## src/rtl/uart_status_tx_if.sv

```systemverilog
`default_nettype none
// ============================================================================
// Module      : uart_status_tx_if
// Description : Request/response bundle between the lock state machine and
//               the UART status transmitter.
// Revision    : 1.0 - initial release
// ============================================================================
interface uart_status_tx_if;
  logic        req;      // single-cycle send request
  logic [2:0]  msg_sel;  // message code, captured with req
  logic [23:0] digits;   // six BCD digits, [23:20] leftmost
  logic        tx;       // UART serial line, idle high
  logic        busy;     // message in progress
  logic        done;     // one-cycle pulse after the final stop bit

  // Requester side: raises requests and watches the line/status.
  modport master (
    output req, msg_sel, digits,
    input  tx, busy, done
  );

  // Transmitter side.
  modport slave (
    input  req, msg_sel, digits,
    output tx, busy, done
  );
endinterface
`default_nettype wire

```

## src/rtl/uart_status_tx.sv

```systemverilog
`default_nettype none
// ============================================================================
// Module      : uart_status_tx
// Description : Sends a fixed ASCII status message or a formatted clock
//               readout ("D5D4:D3D2:D1D0\r\n") as 8N1 UART frames.
// Revision    : 1.0 - initial release
// ============================================================================
module uart_status_tx #(
  parameter int CLKS_PER_BIT = 868
) (
  input  wire logic        clk,
  input  wire logic        rst,
  uart_status_tx_if.slave  bus
);

  localparam logic [15:0] c_BAUD_MAX = 16'(CLKS_PER_BIT - 1);

  typedef enum logic [1:0] {
    S_IDLE  = 2'd0,
    S_START = 2'd1,
    S_DATA  = 2'd2,
    S_STOP  = 2'd3
  } state_t;

  // ASCII for one BCD digit; non-decimal nibbles print as '?'.
  function automatic logic [7:0] f_digit(input logic [3:0] d);
    return (d > 4'd9) ? 8'h3F : (8'h30 + {4'h0, d});
  endfunction

  // Number of bytes in each message.
  function automatic logic [3:0] f_msg_len(input logic [2:0] sel);
    logic [3:0] len;
    case (sel)
      3'd0:    len = 4'd4;
      3'd1:    len = 4'd5;
      3'd2:    len = 4'd6;
      3'd3:    len = 4'd10;
      default: len = 4'd3;
    endcase
    return len;
  endfunction

  // Message ROM: byte content by message code and byte index.
  function automatic logic [7:0] f_rom_byte(input logic [2:0]  sel,
                                            input logic [23:0] dig,
                                            input logic [3:0]  idx);
    logic [7:0] b;
    b = 8'h00;
    case (sel)
      3'd0: begin
        case (idx)
          4'd0:    b = 8'h4F;  // O
          4'd1:    b = 8'h4B;  // K
          4'd2:    b = 8'h0D;
          4'd3:    b = 8'h0A;
          default: b = 8'h00;
        endcase
      end
      3'd1: begin
        case (idx)
          4'd0:    b = 8'h45;  // E
          4'd1:    b = 8'h52;  // R
          4'd2:    b = 8'h52;  // R
          4'd3:    b = 8'h0D;
          4'd4:    b = 8'h0A;
          default: b = 8'h00;
        endcase
      end
      3'd2: begin
        case (idx)
          4'd0:    b = 8'h4C;  // L
          4'd1:    b = 8'h4F;  // O
          4'd2:    b = 8'h43;  // C
          4'd3:    b = 8'h4B;  // K
          4'd4:    b = 8'h0D;
          4'd5:    b = 8'h0A;
          default: b = 8'h00;
        endcase
      end
      3'd3: begin
        case (idx)
          4'd0:    b = f_digit(dig[23:20]);
          4'd1:    b = f_digit(dig[19:16]);
          4'd2:    b = 8'h3A;  // :
          4'd3:    b = f_digit(dig[15:12]);
          4'd4:    b = f_digit(dig[11:8]);
          4'd5:    b = 8'h3A;  // :
          4'd6:    b = f_digit(dig[7:4]);
          4'd7:    b = f_digit(dig[3:0]);
          4'd8:    b = 8'h0D;
          4'd9:    b = 8'h0A;
          default: b = 8'h00;
        endcase
      end
      default: begin
        case (idx)
          4'd0:    b = 8'h3F;  // ?
          4'd1:    b = 8'h0D;
          4'd2:    b = 8'h0A;
          default: b = 8'h00;
        endcase
      end
    endcase
    return b;
  endfunction

  state_t      r_state;
  logic [15:0] r_baud;
  logic [2:0]  r_bit;
  logic [3:0]  r_idx;
  logic [2:0]  r_sel;
  logic [23:0] r_digits;
  logic [7:0]  r_shift;
  logic        r_tx;
  logic        r_busy;
  logic        r_done;

  state_t      w_state_nxt;
  logic [15:0] w_baud_nxt;
  logic [2:0]  w_bit_nxt;
  logic [3:0]  w_idx_nxt;
  logic [2:0]  w_sel_nxt;
  logic [23:0] w_digits_nxt;
  logic [7:0]  w_shift_nxt;
  logic        w_tx_nxt;
  logic        w_busy_nxt;
  logic        w_done_nxt;

  logic        w_bit_end;
  logic        w_last_byte;
  logic [3:0]  w_len;
  logic [7:0]  w_first_byte;
  logic [7:0]  w_next_byte;

  assign w_bit_end    = (r_baud == c_BAUD_MAX);
  assign w_len        = f_msg_len(r_sel);
  assign w_last_byte  = (r_idx == (w_len - 4'd1));
  // The first byte is looked up from the live inputs because they are
  // captured on the same edge that loads the shift register.
  assign w_first_byte = f_rom_byte(bus.msg_sel, bus.digits, 4'd0);
  assign w_next_byte  = f_rom_byte(r_sel, r_digits, r_idx + 4'd1);

  // Next-state, datapath and registered-output values for the frame sequencer.
  always_comb begin
    w_state_nxt  = r_state;
    w_baud_nxt   = w_bit_end ? 16'd0 : (r_baud + 16'd1);
    w_bit_nxt    = r_bit;
    w_idx_nxt    = r_idx;
    w_sel_nxt    = r_sel;
    w_digits_nxt = r_digits;
    w_shift_nxt  = r_shift;
    w_tx_nxt     = r_tx;
    w_busy_nxt   = r_busy;
    w_done_nxt   = 1'b0;

    case (r_state)
      S_IDLE: begin
        w_baud_nxt = 16'd0;
        w_tx_nxt   = 1'b1;
        w_busy_nxt = 1'b0;
        if (bus.req) begin
          w_state_nxt  = S_START;
          w_sel_nxt    = bus.msg_sel;
          w_digits_nxt = bus.digits;
          w_idx_nxt    = 4'd0;
          w_bit_nxt    = 3'd0;
          w_shift_nxt  = w_first_byte;
          w_tx_nxt     = 1'b0;
          w_busy_nxt   = 1'b1;
        end
      end

      S_START: begin
        if (w_bit_end) begin
          w_state_nxt = S_DATA;
          w_tx_nxt    = r_shift[0];
        end
      end

      S_DATA: begin
        if (w_bit_end) begin
          if (r_bit == 3'd7) begin
            w_state_nxt = S_STOP;
            w_bit_nxt   = 3'd0;
            w_tx_nxt    = 1'b1;
          end else begin
            w_bit_nxt   = r_bit + 3'd1;
            w_shift_nxt = {1'b0, r_shift[7:1]};
            w_tx_nxt    = r_shift[1];
          end
        end
      end

      S_STOP: begin
        if (w_bit_end) begin
          if (w_last_byte) begin
            w_state_nxt = S_IDLE;
            w_done_nxt  = 1'b1;
            w_busy_nxt  = 1'b0;
            w_tx_nxt    = 1'b1;
          end else begin
            w_state_nxt = S_START;
            w_idx_nxt   = r_idx + 4'd1;
            w_shift_nxt = w_next_byte;
            w_tx_nxt    = 1'b0;
          end
        end
      end

      default: begin
        w_state_nxt = S_IDLE;
        w_baud_nxt  = 16'd0;
        w_tx_nxt    = 1'b1;
        w_busy_nxt  = 1'b0;
      end
    endcase
  end

  // State and datapath registers; reset overrides everything.
  always_ff @(posedge clk) begin
    if (rst) begin
      r_state  <= S_IDLE;
      r_baud   <= 16'd0;
      r_bit    <= 3'd0;
      r_idx    <= 4'd0;
      r_sel    <= 3'd0;
      r_digits <= 24'd0;
      r_shift  <= 8'd0;
      r_tx     <= 1'b1;
      r_busy   <= 1'b0;
      r_done   <= 1'b0;
    end else begin
      r_state  <= w_state_nxt;
      r_baud   <= w_baud_nxt;
      r_bit    <= w_bit_nxt;
      r_idx    <= w_idx_nxt;
      r_sel    <= w_sel_nxt;
      r_digits <= w_digits_nxt;
      r_shift  <= w_shift_nxt;
      r_tx     <= w_tx_nxt;
      r_busy   <= w_busy_nxt;
      r_done   <= w_done_nxt;
    end
  end

  assign bus.tx   = r_tx;
  assign bus.busy = r_busy;
  assign bus.done = r_done;

endmodule
`default_nettype wire

```

## src/flat_wrapper.sv

```systemverilog
// flat-port wrapper written by rule: the top's interface ports become plain ports
module uart_status_tx_flat 
#(
  parameter int CLKS_PER_BIT = 868
)
  (clk, rst, bus_req, bus_msg_sel, bus_digits, bus_tx, bus_busy, bus_done);
  uart_status_tx_if bus_i ();
  input  wire logic clk;
  input  wire logic rst;
  input wire logic [$bits(bus_i.req)-1:0] bus_req;
  input wire logic [$bits(bus_i.msg_sel)-1:0] bus_msg_sel;
  input wire logic [$bits(bus_i.digits)-1:0] bus_digits;
  output wire logic [$bits(bus_i.tx)-1:0] bus_tx;
  output wire logic [$bits(bus_i.busy)-1:0] bus_busy;
  output wire logic [$bits(bus_i.done)-1:0] bus_done;
  assign bus_i.req = bus_req;
  assign bus_i.msg_sel = bus_msg_sel;
  assign bus_i.digits = bus_digits;
  assign bus_tx = bus_i.tx;
  assign bus_busy = bus_i.busy;
  assign bus_done = bus_i.done;
  uart_status_tx #(.CLKS_PER_BIT(CLKS_PER_BIT)) u_core (.clk(clk), .rst(rst), .bus(bus_i));
endmodule
```

## config.mk

```make
export PLATFORM = sky130hd
export DESIGN_NAME = uart_status_tx_flat
export DESIGN_NICKNAME = d
export VERILOG_FILES = /design/src/rtl/uart_status_tx_if.sv /design/src/rtl/uart_status_tx.sv /design/src/flat_wrapper.sv
export SDC_FILE = /design/constraint.sdc
export NUM_CORES = 1
export LEC_CHECK = 0
export CORE_MARGIN = 2
export CORE_UTILIZATION = 55
export DETAILED_ROUTE_END_ITERATION = 7
export PLACE_DENSITY = 0.77
export REMOVE_ABC_BUFFERS = 1
export SLEW_MARGIN = 20
export SYNTH_ARGS = -nofsm -noshare
export SYNTH_HDL_FRONTEND = slang
export SYNTH_SLANG_ARGS = --single-unit
```

## constraint.sdc

```tcl
create_clock -name clk -period 2.82 [get_ports clk]
set_input_delay 0.564 -clock clk [delete_from_list [all_inputs] [get_ports clk]]
set_output_delay 0.564 -clock clk [all_outputs]
set_load 0.02 [all_outputs]
```

==> results by group, run 1 <==
Status
  – Status: finished clean

Synth
  – Ys Warns: 0
  – Library cells used by synthesis: 62
  – Number of synthesized flops with an enable pin: 0
  – Mapped cell area: 3710 µm²
  – Yosys reg bits: 62
  – Syn Area/Cell: 7.37 µm²
  – Post-synthesis async set-or-reset flop share: 0%
  – Most used DFF post-synth: dfxtp_1
  – Mapped Cells: 504
  – Register area share after synthesis: 33.4%

Floorplanning
  – Area of the die: 7420 µm²
  – Core Footprint: 6420 µm²
  – I/O pin cnt: 33
  – DIE WIDTH: 86.2 µm
  – Die span in y: 86.2 µm
  – Starting density of the core: 57.8%
  – FP Rows: 29

Worst setup path
  – Slowest stage delay, CP: 610 ps
  – Crit start category: register
  – CP top delay family: simple AND/OR/NAND/NOR gates
  – Crit path capture type: register
  – Critical-path top delay cell: nor3_1
  – Critical path cell sequence: and3b_1 -> a41o_1 -> a21oi_2 -> nor3_1 -> a2111o_1 -> mux2_2 -> nor2_1
  – Critical Path RT: 3100 ps
  – WS Path Type: register to register
  – Data arrival time of the worst path: 2840 ps
  – Peak fanout along the critical path: 15
  – Sum of buffers and inverters on the critical path: 0

Timing
  – Final hold violation count: 0
  – Layout Skew: 7.23 ps
  – Final Max Slew Viols: 0
  – Worst-margin pin slew: 741 ps
  – Slew Limit Headroom: 50.2%
  – RSZ-0062 raised after global routing: false
  – Setup slack after layout: 267 ps
  – Setup TNS: 0 ps
  – Final Setup Violations: 0
  – Min Tclk post-route: 2550 ps
  – Hold Slack: 450 ps
  – Period utilization: 90.5%
  – Fmax: 392 MHz

Pwr
  – Sequential share of power: 36.0%
  – Lkg Pwr: 0.00165 µW
  – Largest vdd supply drop: 0.000455 V
  – Pwr/cell area: 739 nW/µm²
  – Logic gate share of total power: 34.6%
  – Clk pwr share: 29.4%
  – Sw power: 1130 µW
  – Internal power: 2110 µW
  – Sw frac: 34.9%

Drt
  – Routed via count: 3684
  – DRC violations left: 0
  – Initial DRC Count: 307
  – ANT nets after route: 0
  – Avg Vias per Cell: 6.00
  – Routed wire per std cell: 14.8 µm
  – Pre-antenna DRT Iters: 5
  – Routed Wire Length: 9.07 mm

Global routing
  – Vias in the first global route: 3335
  – Initial antenna violation count: 0
  – First-pass GRT wire length: 15.6 mm
  – GR Overflow Total: 0
  – Gr usage total: 26.0%
  – Largest net degree at the start of global routing: 29

Clock tree
  – H-tree Lvls: 3
  – CTS root buffer: clkbuf_8
  – CTS buffer count: 9
  – Clk sinks: 62
  – Setup bufs post-CTS: 0
  – Clock network latency to the later pin of the worst-skew pair: 340 ps
  – Bufs on Longest Clock Path: 2
  – Post-CTS sizing: 0
  – Clk slew on worst S/H paths: 70 ps
  – TritonCTS clock tree: done
  – Cts hold-fix bufs: 0

Final layout
  – Fill count: 567
  – Layout cells sized above 1: 7.26%
  – Layout area overhead: 17.9%
  – Diodes inserted: 0
  – NumNets Final: 575

Flow run
  – Max Cap Violations: 0

Place
  – Port bufs: 32
  – HPWL after DPL: 6.49 mm
  – Routability cong.: 0.956
  – Pre-CTS setup slack: 352 ps

Min path
  – HP Class: register to register
==> cell usage after synthesis (4+ instances only) <==
cell type / instances / share of area, %
a211oi_1: 4 / 0.81
a21o_1: 8 / 1.6
a21oi_1: 67 / 9.0
a22oi_1: 4 / 0.81
a311oi_1: 4 / 0.94
a31oi_1: 6 / 1.0
clkbuf_1: 27 / 2.7
dfxtp_1: 62 / 33
ha_1: 12 / 4.0
inv_1: 14 / 1.4
nand2_1: 82 / 8.3
nand2b_1: 4 / 0.67
nand3_1: 8 / 1.1
nand3b_1: 4 / 0.81
nand4_1: 5 / 0.84
nor2_1: 51 / 5.2
nor2b_1: 5 / 0.84
nor3_1: 11 / 1.5
o21a_1: 8 / 1.6
o21ai_0: 31 / 4.2
o22ai_1: 5 / 0.84
or3_1: 6 / 1.0
xnor2_1: 10 / 2.4
xor2_1: 6 / 1.4
==> worst reg2reg max path, stage by stage, from the launching register on <==
cell and delay [ps]:
dfxtp_1 600, and3b_1 300, a41o_1 210, a21oi_2 40, nor3_1 610, a2111o_1 310
mux2_2 360, nor2_1 70
==> cell usage in the layout, fill, tap and decap left out, drive strengths merged, types with 3 or more instances in the layout <==
cell and count:
nand2 82, a21oi 68, dfxtp 62, nor2 51, clkdlybuf4s50 32, o21ai 31
buf 18, inv 14, ha 12, nor3 11, clkbuf 11, xnor2 10
nand3 8, o21a 8, a21o 8, xor2 6, or3 6, a31oi 6
nand4 5, nor2b 5, o22ai 5, nand2b 4, nand3b 4, a211oi 4
a22oi 4, a311oi 4, a2111oi 4, and3 3, a221oi 3, nor3b 3
o21bai 3, a2bb2oi 3, o211ai 3, bufinv 3
==> final timing paths <==
path	from	endpoint	slack, ps	cells after the start
max	u_core.r_sel[1]	u_core.r_idx[1]	270	7
min	u_core.r_digits[12]	u_core.r_digits[12]	450	2
min reg2reg	u_core.r_digits[12]	u_core.r_digits[12]	450	2
max reg2reg	u_core.r_sel[1]	u_core.r_idx[1]	270	7
==> power by group through the flow <==
stage | clock, µW | sequential, µW | combinational, µW
6_report | 952 | 1160 | 1120
5_1_grt | 1010 | 1190 | 1270
4_1_cts | 963 | 1160 | 1110
3_5_place_dp | 0 | 1180 | 1100
3_3_place_gp | 0 | 1170 | 1090
2_1_floorplan | 0 | 1170 | 758
==> routing by layer <==
metal	up-vias	global-route usage, %	wire, µm
met5	-	0	0
met4	0	7.50	111
li1	1857	-	-
met2	103	42.2	4200
met1	1712	35.7	4360
met3	12	3.85	391
==> sequential cells by signal (all words and copies together) (netlist names) <==
signal	count
u_core.bus.done	1
u_core.bus.busy	1
u_core.r_sel	3
u_core.r_bit	3
u_core.r_idx	4
u_core.r_shift	7
u_core.r_state	2
u_core.r_baud	16
u_core.r_digits	24
u_core.bus.tx	1
==> cell type report <==
cell class / instances / area [µm²] / area share, %
multi-input combinational: 395 / 2290 / 52.3
tap: 77 / 96.3 / 2.20
clock buffer: 11 / 141 / 3.23
clock inverter: 4 / 95.1 / 2.17
timing repair buffer: 50 / 455 / 10.4
inverter: 15 / 56.3 / 1.29
sequential: 62 / 1240 / 28.4
==> kinds of logic after synthesis <==
group | Yosys count | share of synthesized area, %
AND/OR/NAND/NOR | 194 | 23.9
AO/OA/AOI/OAI | 171 | 29.4
flip-flops | 62 | 33.4
buffers and inverters | 47 | 4.85
XOR/XNOR | 16 | 3.77
adder cells (fa/ha/maj) | 12 | 4.04
multiplexers | 2 | 0.573
==> through the flow <==
step                power [µW]  area [µm²]  instances  util (%)
floorplan                 1920        3590        472         -
global route              3470        4380        614      68.1
global placement          2260        4140        599      64.5
detailed placement        2280        4140        599      64.5
CTS                       3230        4380        614      68.1
finish                    3240        4380        614      68.1
Note: power is estimated with default switching activity, not from simulation.
==> run 2, diff against run 1 <==
--- a/config.mk
+++ b/config.mk
@@ -5,10 +5,10 @@
 export SDC_FILE = /design/constraint.sdc
 export NUM_CORES = 1
 export LEC_CHECK = 0
+export CORE_ASPECT_RATIO = 1.2
 export CORE_MARGIN = 2
-export CORE_UTILIZATION = 55
+export CORE_UTILIZATION = 44
 export DETAILED_ROUTE_END_ITERATION = 7
-export PLACE_DENSITY = 0.77
 export REMOVE_ABC_BUFFERS = 1
 export SLEW_MARGIN = 20
 export SYNTH_ARGS = -nofsm -noshare
==> results by group, run 2 (same netlist as run 1, synthesis figures left out) <==
Status
  – Status: finished clean (unchanged)

Clock tree
  – Clk sinks: 62 (unchanged)
  – TritonCTS clock tree: done (unchanged)
  – Setup bufs post-CTS: 0 (unchanged)
  – H-tree Lvls: 3 (unchanged)
  – Cts hold-fix bufs: 0 (unchanged)
  – CTS buffer count: 9 (unchanged)
  – Bufs on Longest Clock Path: 2 (unchanged)
  – Clock network latency to the later pin of the worst-skew pair: 340 ps (about the same)
  – CTS root buffer: clkbuf_8 (unchanged)
  – Clk slew on worst S/H paths: 70 ps (about the same)

Place
  – Post-DP Area: 4160 µm² (was 4140 µm²)
  – Routability cong.: 0.879 (was 0.956)
  – Pre-CTS setup slack: 239 ps (was 352 ps)
  – HPWL after DPL: 6.87 mm (was 6.49 mm)
  – Port bufs: 32 (unchanged)

Drt
  – Avg Vias per Cell: 5.67 (was 6.00)
  – Routed Wire Length: 9.52 mm (was 9.07 mm)
  – ANT nets after route: 0 (unchanged)
  – Initial DRC Count: 206 (was 307)
  – Routed wire per std cell: 14.7 µm (was 14.8 µm)
  – DRC violations left: 0 (unchanged)
  – Pre-antenna DRT Iters: 5 (unchanged)
  – Routed via count: 3675 (was 3684)

Floorplanning
  – DIE WIDTH: 87.9 µm (was 86.2 µm)
  – FP Rows: 36 (was 29)
  – Area of the die: 9190 µm² (was 7420 µm²)
  – Core Footprint: 8150 µm² (was 6420 µm²)
  – Starting density of the core: 45.5% (was 57.8%)
  – Die span in y: 105 µm (was 86.2 µm)
  – I/O pin cnt: 33 (unchanged)

Worst setup path
  – CP top delay family: compound AO/OA/AOI/OAI gates (was simple AND/OR/NAND/NOR gates)
  – Data arrival time of the worst path: 2810 ps (was 2840 ps)
  – WS Path Type: register to register (unchanged)
  – Slowest stage delay, CP: 560 ps (was 610 ps)
  – Sum of buffers and inverters on the critical path: 1 (was 0)
  – Critical Path RT: 3100 ps (about the same)
  – Crit start category: register (unchanged)
  – Critical path cell sequence: inv_1 -> a32o_1 -> a21oi_2 -> nor3_1 -> a2111o_1 -> or4_1 -> a21oi_1 (was and3b_1 -> a41o_1 -> a21oi_2 -> nor3_1 -> a2111o_1 -> mux2_2 -> nor2_1)
  – Critical-path top delay cell: dfxtp_1 (was nor3_1)
  – Flop2flop setup slack: 290 ps (was 270 ps)
  – Peak fanout along the critical path: 12 (was 15)
  – Crit path capture type: register (unchanged)

Final layout
  – Fin area: 4360 µm² (was 4380 µm²)
  – Top Registers: u_core.r_digits (24), u_core.r_baud (16), u_core.r_shift (7) (unchanged)
  – Diodes inserted: 0 (unchanged)
  – Register area: 1240 µm² (unchanged)
  – Commonest non-fill, non-tap cell in the layout: nand2_1 (unchanged)
  – Largest reg by FF count: u_core.r_digits (unchanged)
  – Most frequent cells in the layout: 82 x nand2_1, 67 x a21oi_1, 62 x dfxtp_1 (unchanged)
  – Layout area overhead: 17.3% (was 17.9%)
  – NumNets Final: 572 (was 575)
  – Layout cells sized above 1: 6.93% (was 7.26%)
  – Fill count: 821 (was 567)
  – Number of flip-flops in the largest register: 24 (unchanged)
  – Final core utilization: 53.4% (was 68.1%)
  – Multi-input logic area: 2290 µm² (about the same)

Timing
  – Fmax: 395 MHz (was 392 MHz)
  – Period utilization: 89.9% (was 90.5%)
  – Worst-margin pin slew: 680 ps (was 741 ps)
  – Setup slack after layout: 286 ps (was 267 ps)
  – Final Max Slew Viols: 0 (unchanged)
  – Layout Skew: 7.35 ps (was 7.23 ps)
  – Min Tclk post-route: 2530 ps (was 2550 ps)
  – Final Setup Violations: 0 (unchanged)
  – Slew Limit Headroom: 54.3% (was 50.2%)
  – Final hold violation count: 0 (unchanged)
  – Hold Slack: 454 ps (was 450 ps)
  – Setup TNS: 0 ps (unchanged)
  – RSZ-0062 raised after global routing: false (unchanged)

Global routing
  – GR Overflow Total: 0 (unchanged)
  – Gr usage total: 21.7% (was 26.0%)
  – First-pass GRT wire length: 16.2 mm (was 15.6 mm)
  – Largest net degree at the start of global routing: 29 (unchanged)
  – Vias in the first global route: 3469 (was 3335)
  – Initial antenna violation count: 0 (unchanged)

Pwr
  – Largest vdd supply drop: 0.000313 V (was 0.000455 V)
  – Lkg Pwr: 0.00161 µW (was 0.00165 µW)
  – Pwr/cell area: 704 nW/µm² (was 739 nW/µm²)

Flow run
  – Max Cap Violations: 0 (unchanged)

Min path
  – HP Class: register to register (unchanged)
-- run 2: cell types whose count changed in the layout (fill, tap and decap cells not counted) --
cell        change
ha_1            -1
buf_4           -3
bufinv_16       -2
clkinvlp_4      +1
ha_2            +1
clkinv_2        +1
-- run 2: what timing repair did --
item                                    4_1_cts  5_1_grt
endpoints found under the hold margin         0        0
gates resized for setup                       0        1
endpoints found under the setup margin        0        3
-- run 2: report_power, final --
| group | total, µW | switching [µW] | internal [µW] |
|---|---|---|---|
| combinational | 1130 | 660 | 467 |
| clock | 774 | 349 | 424 |
| sequential | 1160 | 136 | 1030 |
| total | 3060 | 1150 | 1920 |
-- run 2: per-layer routing --
layer / track usage, % / wire (µm) / vias up
met1: 28.8 / 4390 / 1722
met2: 35.4 / 4590 / 81
li1: - / - / 1855
met5: 0 / 0 / -
met3: 3.00 / 331 / 17
met4: 7.80 / 206 / 0
-- run 2: final timing paths --
path	depth (start not counted)	startpoint	to
worst max register to register	7	u_core.r_sel[0]	u_core.r_idx[2]
worst min register to register	2	u_core.r_digits[16]	u_core.r_digits[16]
worst max-delay path	7	u_core.r_sel[0]	u_core.r_idx[2]
worst min-delay path	2	u_core.r_digits[16]	u_core.r_digits[16]
-- run 2: worst register-to-register path: cells and delay by family (launching register included) --
family	cells	cell delay (ps)
AOI/OAI and AO/OA	4	1120
and+or+nand+nor	2	570
DFF	1	560
buffers and inverters	1	220
-- run 2: cell type report --
type,instances,share of cell area (%)
flip-flops and latches,62,28.5
well taps,114,3.27
inverters,15,1.29
multi-input cells,395,52.7
repair buffers,47,9.94
clock buffers,11,3.25
clock inverters,4,1.09
-- run 2: metrics by stage --
stage / total power (µW) / instances
2_1_floorplan: 1920 / 472
3_3_place_gp: 2290 / 633
3_5_place_dp: 2310 / 633
4_1_cts: 3080 / 648
5_1_grt: 3300 / 648
6_report: 3060 / 648
